===== config.mk =====
export PLATFORM = sky130hd
export DESIGN_NAME = mem_arbiter
export DESIGN_NICKNAME = d
export VERILOG_FILES = /design/src/rtl/mem_arbiter.sv
export SDC_FILE = /design/constraint.sdc
export NUM_CORES = 1
export LEC_CHECK = 0
export BUFFER_PORTS_ARGS = -buffer_cell sky130_fd_sc_hd__buf_2
export CORE_UTILIZATION = 50
export CTS_CLUSTER_SIZE = 16
export DETAILED_ROUTE_END_ITERATION = 10
export PLACE_DENSITY = 0.85
export SETUP_SLACK_MARGIN = 0.3
export SLEW_MARGIN = 5
export SYNTH_ARGS = -nofsm -noshare
export SYNTH_HDL_FRONTEND = slang
export SYNTH_SLANG_ARGS = --single-unit
export TNS_END_PERCENT = 5

===== constraint.sdc =====
create_clock -name clk -period 4.4 [get_ports clk]
set_input_delay 0.22 -clock clk [delete_from_list [all_inputs] [get_ports clk]]
set_output_delay 0.22 -clock clk [all_outputs]
set_load 0.05 [all_outputs]

===== src/rtl/mem_arbiter.sv =====
// rtl/mem_arbiter.sv - round-robin instruction/data arbiter onto a single memory port
// One transaction in flight; a watchdog turns a missing m_ack into an error response.
module mem_arbiter #(
   parameter int unsigned TIMEOUT = 16
) (
   input  logic        clk,
   input  logic        reset,
   input  logic        i_req,
   input  logic [31:0] i_addr,
   output logic        i_gnt,
   output logic        i_rvalid,
   output logic [31:0] i_rdata,
   output logic        i_err,
   input  logic        d_req,
   input  logic [31:0] d_addr,
   input  logic        d_we,
   input  logic [31:0] d_wdata,
   output logic        d_gnt,
   output logic        d_rvalid,
   output logic [31:0] d_rdata,
   output logic        d_err,
   output logic        m_req,
   output logic [31:0] m_addr,
   output logic        m_we,
   output logic [31:0] m_wdata,
   input  logic [31:0] m_rdata,
   input  logic        m_ack
);

   typedef enum logic [1:0] {IDLE, BUSY_I, BUSY_D} state_t;

   localparam logic [7:0]  TIMEOUT_M1 = 8'(TIMEOUT - 1);
   localparam logic [31:0] ERR_WORD   = 32'hDEADBEEF;

   state_t      state_q, state_d;
   logic        last_d_q, last_d_d;
   logic [7:0]  cnt_q, cnt_d;
   logic [31:0] m_addr_q, m_addr_d;
   logic        m_we_q, m_we_d;
   logic [31:0] m_wdata_q, m_wdata_d;
   logic        i_rvalid_q, i_rvalid_d, i_err_q, i_err_d;
   logic [31:0] i_rdata_q, i_rdata_d;
   logic        d_rvalid_q, d_rvalid_d, d_err_q, d_err_d;
   logic [31:0] d_rdata_q, d_rdata_d;
   logic        gnt_i, gnt_d;
   logic [31:0] resp_data;

   // On a tie the port that was not served last wins.
   assign gnt_i = (state_q == IDLE) && i_req && (!d_req || last_d_q);
   assign gnt_d = (state_q == IDLE) && d_req && (!i_req || !last_d_q);
   assign resp_data = m_we_q ? 32'd0 : m_rdata;

   always_comb begin
      state_d    = state_q;
      last_d_d   = last_d_q;
      cnt_d      = cnt_q;
      m_addr_d   = m_addr_q;
      m_we_d     = m_we_q;
      m_wdata_d  = m_wdata_q;
      i_rvalid_d = 1'b0;
      i_err_d    = 1'b0;
      i_rdata_d  = i_rdata_q;
      d_rvalid_d = 1'b0;
      d_err_d    = 1'b0;
      d_rdata_d  = d_rdata_q;
      case (state_q)
         IDLE: begin
            if (gnt_d) begin
               state_d   = BUSY_D;
               last_d_d  = 1'b1;
               cnt_d     = 8'd0;
               m_addr_d  = d_addr;
               m_we_d    = d_we;
               m_wdata_d = d_wdata;
            end else if (gnt_i) begin
               state_d   = BUSY_I;
               last_d_d  = 1'b0;
               cnt_d     = 8'd0;
               m_addr_d  = i_addr;
               m_we_d    = 1'b0;
               m_wdata_d = 32'd0;
            end
         end
         BUSY_I: begin
            if (m_ack) begin
               state_d    = IDLE;
               i_rvalid_d = 1'b1;
               i_rdata_d  = resp_data;
            end else if (cnt_q == TIMEOUT_M1) begin
               state_d    = IDLE;
               i_rvalid_d = 1'b1;
               i_err_d    = 1'b1;
               i_rdata_d  = ERR_WORD;
            end else begin
               cnt_d = cnt_q + 8'd1;
            end
         end
         BUSY_D: begin
            if (m_ack) begin
               state_d    = IDLE;
               d_rvalid_d = 1'b1;
               d_rdata_d  = resp_data;
            end else if (cnt_q == TIMEOUT_M1) begin
               state_d    = IDLE;
               d_rvalid_d = 1'b1;
               d_err_d    = 1'b1;
               d_rdata_d  = ERR_WORD;
            end else begin
               cnt_d = cnt_q + 8'd1;
            end
         end
         default: state_d = IDLE;
      endcase
   end

   always_ff @(posedge clk) begin
      if (!reset) begin
         state_q    <= IDLE;
         last_d_q   <= 1'b0;
         cnt_q      <= 8'd0;
         m_addr_q   <= 32'd0;
         m_we_q     <= 1'b0;
         m_wdata_q  <= 32'd0;
         i_rvalid_q <= 1'b0;
         i_err_q    <= 1'b0;
         i_rdata_q  <= 32'd0;
         d_rvalid_q <= 1'b0;
         d_err_q    <= 1'b0;
         d_rdata_q  <= 32'd0;
      end else begin
         state_q    <= state_d;
         last_d_q   <= last_d_d;
         cnt_q      <= cnt_d;
         m_addr_q   <= m_addr_d;
         m_we_q     <= m_we_d;
         m_wdata_q  <= m_wdata_d;
         i_rvalid_q <= i_rvalid_d;
         i_err_q    <= i_err_d;
         i_rdata_q  <= i_rdata_d;
         d_rvalid_q <= d_rvalid_d;
         d_err_q    <= d_err_d;
         d_rdata_q  <= d_rdata_d;
      end
   end

   // Outputs are forced low while reset is held, including before the first edge.
   assign i_gnt    = reset & gnt_i;
   assign d_gnt    = reset & gnt_d;
   assign m_req    = reset & (state_q != IDLE);
   assign m_addr   = reset ? m_addr_q : 32'd0;
   assign m_we     = reset & m_we_q;
   assign m_wdata  = reset ? m_wdata_q : 32'd0;
   assign i_rvalid = reset & i_rvalid_q;
   assign i_err    = reset & i_err_q;
   assign i_rdata  = reset ? i_rdata_q : 32'd0;
   assign d_rvalid = reset & d_rvalid_q;
   assign d_err    = reset & d_err_q;
   assign d_rdata  = reset ? d_rdata_q : 32'd0;

endmodule


==> results by group, run 1 <==
Global route
  – Global-route usage over all layers: 0.254
  – Maximum number of pins on one net before global-route repair: about 130
  – Global-route wire length before repair: around 26000 um
  – Vias in the first global route: about 5300
  – Number of antenna violations at the first check in global routing: 2
  – Sum of overflow across all layers after global routing: 0

Timing
  – Max-slew violation count: 0
  – Fmax achieved: 0.416 GHz
  – Worst Skew: around 4.7 ps
  – Setup repair after global routing missed its margin: no
  – Final worst path period share: 0.547
  – Finish-stage setup viols: 0
  – Worst slew margin: 0.249
  – Min Clock Period, post-route: roughly 2400 ps
  – Final count of hold timing violations: 0
  – Pin slew with the least headroom to its limit: 1130 ps
  – Setup tns final: 0 ps

Clock tree
  – Number of levels the H-tree was split into: 4
  – CTS tree: done
  – Clock slew at reported path FFs: approximately 60 ps
  – Clk Latency, worst-skew pair: about 410 ps
  – Number of CTS-inserted buffers: 17
  – Clk Tree Root Cell: sky130_fd_sc_hd__clkbuf_16
  – Post-CTS repair timing setup buffer count: 0
  – Buffer depth of the longest clock path: 2
  – Total number of clock tree sinks: around 140
  – Hold bufs inserted after CTS: 0
  – Resize count post-CTS: 0

Floorplanning
  – Total number of placement rows: 41
  – Std-Cell Core Area: 0.0127 mm^2
  – Effective utilization at floorplan: 0.515
  – DIE WIDTH: 116 um
  – Io pins: 270
  – Die footprint: around 0.014 mm^2
  – Height of the die: 116 um

Power and ir drop
  – Pint: 0.00289 W
  – Switching share of power: 0.394
  – Max rail drop VDD: approximately 0.34 mV
  – Power density cells: 573 mW/mm^2
  – Switch Pwr: 0.00188 W
  – Clock share of power: 0.270
  – Reg power frac: 0.358
  – Leakage power: 4.18 nW
  – Power share of the combinational group: 0.372

Run
  – # Max-Cap Violations: 0

Worst setup path
  – Launching element of the worst setup path: state_q[0]
  – Worst Path Max Fanout: 65
  – Start-to-end type of the worst setup path: flop to flop
  – Critical path arrival: about 2700 ps
  – Required time of the critical path: roughly 4700 ps
  – Critical Path Sink Type: flop
  – Critical Path Start Type: flop
  – Worst r2r src: state_q[0]

Yosys
  – Count of different cell masters after synthesis: 36
  – Number of synthesized flops with an enable pin: 0
  – Share of Yosys cell area claimed by the top area cell type: 0.442
  – Summed instance area of the synthesized netlist: 0.00653 mm^2
  – Mapped Avg Cell Area: roughly 8.9 um^2
  – Synth Warn #: 0
  – Async S/R FF share, synth: 0
  – Sequential cell area fraction in the yosys report: 0.442
  – Most area-consuming cells after synthesis: sky130_fd_sc_hd__dfxtp_1, sky130_fd_sc_hd__and2_1, sky130_fd_sc_hd__o221a_2
  – Top cell types by occurrence after synthesis: sky130_fd_sc_hd__dfxtp_1, sky130_fd_sc_hd__and2_1, sky130_fd_sc_hd__nand2_1
  – Library cell with the largest summed area after synthesis: sky130_fd_sc_hd__dfxtp_1
  – Top FF cell, synth: sky130_fd_sc_hd__dfxtp_1
  – Library cell with the highest instance count after synthesis: sky130_fd_sc_hd__dfxtp_1
  – Net count of the mapped netlist: between 800 and 900
  – Post-synthesis instance total: 736
  – Count of state elements after synthesis: 144

Route
  – Detail-routed via count per cell: 5.24
  – Total vias in the final route: 6020
  – DRT Wirelength: 17400 um
  – Average detailed-routed wire length per instance: 15.2 um
  – Number of iterations in the first detailed-routing pass: 5
  – Post-detailed-route count of antenna-violating nets: 0
  – Number of remaining DRC errors: 0
  – Iteration-0 DRC count of the detailed router: about 540

Layout
  – Final Non-Filler Cells: between 1000 and 1500
  – Area Growth Syn to Fin: 27.8%
  – Layout cell share with drive strength beyond 1: 0.366
  – Fill cell total of the finished layout: ~1100
  – Final nets: ~1100

Min path
  – Beginning of the worst hold path: d_wdata[5]
  – Tightest Hold Check Type: input pin to flop

Place
  – Placed wire-length estimate: roughly 12000 um
  – Final weighted congestion in routability-driven placement: 0.791
  – Number of input and output port buffers inserted: roughly 270
  – Total placed cells including tap cells: 1116

Status
  – Status: completed
==> final timing paths <==
| check | slack [ps] | endpoint | cells after the start |
|---|---|---|---|
| worst max register to register | 1990 | cnt_q[6] | 6 |
| worst min register to register | 460 | i_rdata_q[14] | 2 |
| worst max-delay path | 1990 | cnt_q[6] | 6 |
| worst min-delay path | 20 | m_wdata_q[5] | 2 |
==> flip-flops by register name, indices dropped and copies added, names as in the netlist <==
name / cells
last_d_q: 1
m_addr_q: 32
i_rdata_q: 32
cnt_q: 8
d_err_q: 1
i_err_q: 1
state_q: 2
m_wdata_q: 32
i_rvalid_q: 1
d_rvalid_q: 1
d_rdata_q: 32
m_we_q: 1
==> final cells by class <==
cell class | instances | area, um^2 | share of cell area
flip-flops and latches | 144 | 2880 | 0.346
diodes | 1 | 2.50 | 0.000300
clock buffers | 25 | 495 | 0.0594
clock inverters | 6 | 32.5 | 0.00390
well taps | 172 | 215 | 0.0258
multi-input cells | 476 | 3130 | 0.375
inverters | 51 | 191 | 0.0230
repair buffers | 273 | 1390 | 0.167
==> routing by layer <==
metal	track usage	vias up	part of all wire
li1	-	2993	-
met1	0.307	2762	0.43
met2	0.421	244	0.49
met3	0.0747	21	0.072
met4	0.106	0	0.017
met5	0	-	0
==> critical path, stage by stage, from the launching register on <==
cell	delay [ps]
sky130_fd_sc_hd__dfxtp_1	330
sky130_fd_sc_hd__inv_1	80
sky130_fd_sc_hd__ha_1	310
sky130_fd_sc_hd__o21a_2	950
sky130_fd_sc_hd__a21oi_1	260
sky130_fd_sc_hd__o41ai_4	160
sky130_fd_sc_hd__a31oi_1	170
==> cell families (layout without fill, tap and decap cells) <==
group | after synthesis | count (layout) | share of synthesized area
simple gates | 290 | 290 | 0.225
compound gates | 164 | 164 | 0.218
flops | 144 | 144 | 0.442
buf+inv | 116 | 355 | 0.0800
mux | 18 | 18 | 0.0276
fa+ha+maj | 4 | 4 | 0.00767
other cells | 0 | 1 | 0
==> stage by stage <==
stage	setup slack [ps]	util	power, W	hold WS (ps)	cell area, um^2
final	1990	0.658	0.00478	23.1	8340
after global routing	1700	0.658	0.00504	10.7	8340
after CTS	1990	0.658	0.00480	2.98	8340
after detailed placement	2000	0.616	0.00351	439	7810
after global placement	2100	0.616	0.00347	436	7810
after floorplan	2400	-	0.00313	353	6530
==> placed cells by master (no fill, tap or decap), types with 2 or more instances in the layout <==
cell type                   synthesis  final
sky130_fd_sc_hd__clkinv_2           0      5
sky130_fd_sc_hd__o221a_2           43     43
sky130_fd_sc_hd__a31oi_1            4      4
sky130_fd_sc_hd__a21oi_1            9      9
sky130_fd_sc_hd__buf_4              0      4
sky130_fd_sc_hd__o221a_1            5      5
sky130_fd_sc_hd__o21ai_0           27     27
sky130_fd_sc_hd__inv_2              1      2
sky130_fd_sc_hd__mux2i_1           18     18
sky130_fd_sc_hd__nand2_1           97     97
sky130_fd_sc_hd__and3_1             5      4
sky130_fd_sc_hd__o21a_1             3      2
sky130_fd_sc_hd__nor2_8             2      2
sky130_fd_sc_hd__and2_1           118    118
sky130_fd_sc_hd__clkbuf_16          0     17
sky130_fd_sc_hd__inv_1             48     47
sky130_fd_sc_hd__nor2_1            57     57
sky130_fd_sc_hd__clkinv_1           2      2
sky130_fd_sc_hd__clkbuf_1          44      4
sky130_fd_sc_hd__a41oi_1            2      2
sky130_fd_sc_hd__nand3_1            5      5
sky130_fd_sc_hd__a31o_2             2      2
sky130_fd_sc_hd__a311oi_1          32     32
sky130_fd_sc_hd__a22o_1            12     12
sky130_fd_sc_hd__dfxtp_1          144    144
sky130_fd_sc_hd__clkbuf_8           0      4
sky130_fd_sc_hd__ha_1               4      4
sky130_fd_sc_hd__a22oi_1           21     21
sky130_fd_sc_hd__nor3_1             3      3
sky130_fd_sc_hd__buf_2             13    268
==> power groups by stage <==
stage,clock (W),sequential (W),combinational [W]
after floorplan,0,0.00168,0.00144
after global placement,0,0.00172,0.00175
after detailed placement,0,0.00174,0.00177
after CTS,0.00130,0.00171,0.00178
after global routing,0.00137,0.00174,0.00193
final,0.00129,0.00171,0.00178
Power figures use the tool's default switching activity.
==> run 2: changes to the inputs <==
Settings changed: ABC_AREA set to 1, CORE_UTILIZATION 50 to 49, PLACE_DENSITY 0.85 to 0.82.
Clock period 4.4 ns to 2.3 ns, I/O delays scaled along.
==> run 2 against run 1 <==
Sequential share of layout area shrank 3.8 points. Die area grew 8.9%. Synthesized area grew 6.8%. Largest power group is now sequential cells. Clock skew grew 1.9 ps. Global-route usage grew 0.51 points. Sequential cell count is the same. Clock power grew 110%. Combinational power grew 49%. Sequential power grew 77%. Utilization grew 1.8 points. Hold slack lost 7.1 ps. Setup slack lost 1600 ps.
==> results by group, run 2 <==
Status
  – Status: completed

Timing
  – Max-slew violation count: 0
  – Final worst path period share: 0.840
  – Min Clock Period, post-route: 1930 ps
  – Fmax achieved: 0.518 GHz
  – Setup tns final: 0 ps
  – Worst slew margin: 0.601
  – Pin slew with the least headroom to its limit: approximately 600 ps
  – Setup repair after global routing missed its margin: yes
  – Finish-stage setup viols: 0
  – Worst Skew: between 6 and 7 ps
  – Final count of hold timing violations: 0

Global route
  – Global-route usage over all layers: 0.259
  – Sum of overflow across all layers after global routing: 0
  – Global-route wire length before repair: ~30000 um
  – Vias in the first global route: about 6700
  – Maximum number of pins on one net before global-route repair: between 50 and 60
  – Number of antenna violations at the first check in global routing: 0

Yosys
  – Share of Yosys cell area claimed by the top area cell type: 0.414
  – Net count of the mapped netlist: about 1200
  – Async S/R FF share, synth: 0
  – Sequential cell area fraction in the yosys report: 0.414
  – Mapped Avg Cell Area: ~6.6 um^2
  – Top FF cell, synth: sky130_fd_sc_hd__dfxtp_1
  – Post-synthesis instance total: between 1000 and 1500
  – Most area-consuming cells after synthesis: sky130_fd_sc_hd__dfxtp_1, sky130_fd_sc_hd__nand2_1, sky130_fd_sc_hd__inv_1
  – Summed instance area of the synthesized netlist: about 0.007 mm^2
  – Library cell with the largest summed area after synthesis: sky130_fd_sc_hd__dfxtp_1
  – Count of state elements after synthesis: ~140
  – Synth Warn #: 0
  – Top cell types by occurrence after synthesis: sky130_fd_sc_hd__nand2_1, sky130_fd_sc_hd__inv_1, sky130_fd_sc_hd__dfxtp_1
  – Library cell with the highest instance count after synthesis: sky130_fd_sc_hd__nand2_1
  – Number of synthesized flops with an enable pin: 0
  – Count of different cell masters after synthesis: 27

Floorplanning
  – Total number of placement rows: 43
  – Io pins: 270
  – Height of the die: about 120 um
  – Effective utilization at floorplan: 0.502
  – Std-Cell Core Area: between 0.01 and 0.015 mm^2
  – Die footprint: 0.0147 mm^2
  – DIE WIDTH: 121 um

Route
  – Average detailed-routed wire length per instance: between 10 and 15 um
  – Detail-routed via count per cell: 4.84
  – Length of routed met2 wiring: 9240 um
  – Met1 WL: slightly below 8000 um
  – Total vias in the final route: roughly 7400
  – Number of remaining DRC errors: 0
  – Met3 wirelength from detailed routing: between 1000 and 1500 um
  – Iteration-0 DRC count of the detailed router: about 540
  – Post-detailed-route count of antenna-violating nets: 0
  – Top routing layer in use: met4
  – DRT Wirelength: 18900 um
  – Number of iterations in the first detailed-routing pass: 5

Worst setup path
  – Critical Path Sink Type: output port
  – Start-to-end type of the worst setup path: flop to output port
  – Cell count of the worst reg-to-reg path: 8
  – Setup slack on the worst flop-to-flop path: between 300 and 400 ps
  – Required time of the critical path: roughly 2200 ps
  – Worst Path Max Fanout: 6
  – Worst r2r src: state_q[0]
  – Critical Path Start Type: flop
  – Critical path arrival: about 1800 ps
  – Launching element of the worst setup path: state_q[0]
  – End of the worst register-to-register path: cnt_q[5]
  – Critical Path End: d_gnt

Power and ir drop
  – Power density cells: just under 900 mW/mm^2
  – Leakage power: between 5 and 6 nW
  – Max rail drop VDD: roughly 0.54 mV

Layout
  – Most frequent cells in the layout: sky130_fd_sc_hd__nand2_1, sky130_fd_sc_hd__buf_2, sky130_fd_sc_hd__inv_1, sky130_fd_sc_hd__dfxtp_1, sky130_fd_sc_hd__nor2_1
  – Layout cell share with drive strength beyond 1: 0.268
  – Final nets: between 1000 and 1500
  – Commonest non-fill, non-tap cell in the layout: sky130_fd_sc_hd__nand2_1
  – Fill cell total of the finished layout: around 1200
  – Final Non-Filler Cells: between 1500 and 2000
  – Antenna diode count: 0
  – Area Growth Syn to Fin: 34.6%

Place
  – Placed wire-length estimate: 12600 um
  – Total placed cells including tap cells: approximately 1500
  – Final weighted congestion in routability-driven placement: roughly 0.90
  – Number of input and output port buffers inserted: roughly 270

Min path
  – Tightest Hold Check Type: input pin to flop
  – Beginning of the worst hold path: m_rdata[20]

Clock tree
  – Buffer depth of the longest clock path: 2
  – CTS tree: done
  – Clk Tree Root Cell: sky130_fd_sc_hd__clkbuf_16
  – Number of levels the H-tree was split into: 4
  – Total number of clock tree sinks: approximately 140
  – Clk Latency, worst-skew pair: about 420 ps
  – Number of CTS-inserted buffers: 17
  – Clock slew at reported path FFs: approximately 60 ps

Run
  – # Max-Cap Violations: 0
==> run 2: cells by family (layout without fill, tap and decap cells) <==
| group | after synthesis | after routing | share of synthesized area |
|---|---|---|---|
| AO/OA/AOI/OAI | 151 | 151 | 0.136 |
| XOR/XNOR | 1 | 1 | 0.00126 |
| adder cells (fa/ha/maj) | 4 | 4 | 0.00718 |
| buffers and inverters | 289 | 585 | 0.167 |
| flip-flops | 144 | 144 | 0.414 |
| AND/OR/NAND/NOR | 470 | 470 | 0.275 |
==> run 2: critical path, stage by stage, from the launching register on <==
cell and delay [ps]:
sky130_fd_sc_hd__dfxtp_1 320, sky130_fd_sc_hd__inv_1 80, sky130_fd_sc_hd__ha_1 260, sky130_fd_sc_hd__nand2_1 120, sky130_fd_sc_hd__inv_1 90, sky130_fd_sc_hd__nand2_2 90, sky130_fd_sc_hd__nor2_2 190, sky130_fd_sc_hd__buf_4 240
==> run 2: per-layer routing <==
metal	global-route usage	vias to the layer above
met4	0.134	0
met1	0.299	3291
met5	0	-
met3	0.0606	68
met2	0.444	339
li1	-	3731
==> run 2: worst min-delay path by stage <==
stage | endpoint | slack (ps) | depth (start not counted)
after floorplan | m_wdata_q[0] | 230 | 2
after global placement | m_wdata_q[7] | 310 | 3
after detailed placement | m_wdata_q[6] | 320 | 3
after CTS | d_rdata_q[8] | 1 | 5
after global routing | m_addr_q[26] | 30 | 5
final | i_rdata_q[20] | 20 | 5
==> run 2: final cells by class <==
type | instances | area, um^2 | share of cell area
clock inverter | 11 | 113 | 0.0120
inverter | 232 | 873 | 0.0931
multi-input combinational | 626 | 2930 | 0.313
clock buffer | 21 | 470 | 0.0502
sequential | 144 | 2880 | 0.307
tap | 180 | 225 | 0.0240
timing repair buffer | 321 | 1880 | 0.201
==> run 2: what timing repair did <==
action                                  in CTS  in global routing
gates cloned                                 0                  0
buffers inserted                             0                  0
pin swaps                                    0                  0
resized for setup                            2                  2
hold buffers                                37                  0
endpoints found under the setup margin       1                 57
hold endpoints to repair                    39                  0
==> run 2: report_power, final <==
group          switching [W]  leakage [nW]  internal (W)
clock                0.00103         0.284       0.00167
combinational        0.00186          4.49      0.000785
sequential          0.000163          1.18       0.00287
total                0.00305          5.95       0.00532
==> run 2: metrics by stage <==
stage	hold slack [ps]	cell area [um^2]	util	setup WS, ps	total power (W)
after detailed placement	318	8420	0.607	375	0.00565
after global placement	313	8420	0.607	478	0.00560
after global routing	26.7	9380	0.676	181	0.00884
final	16.1	9380	0.676	369	0.00838
after CTS	1.40	9380	0.676	345	0.00840
after floorplan	228	6970	-	568	0.00500
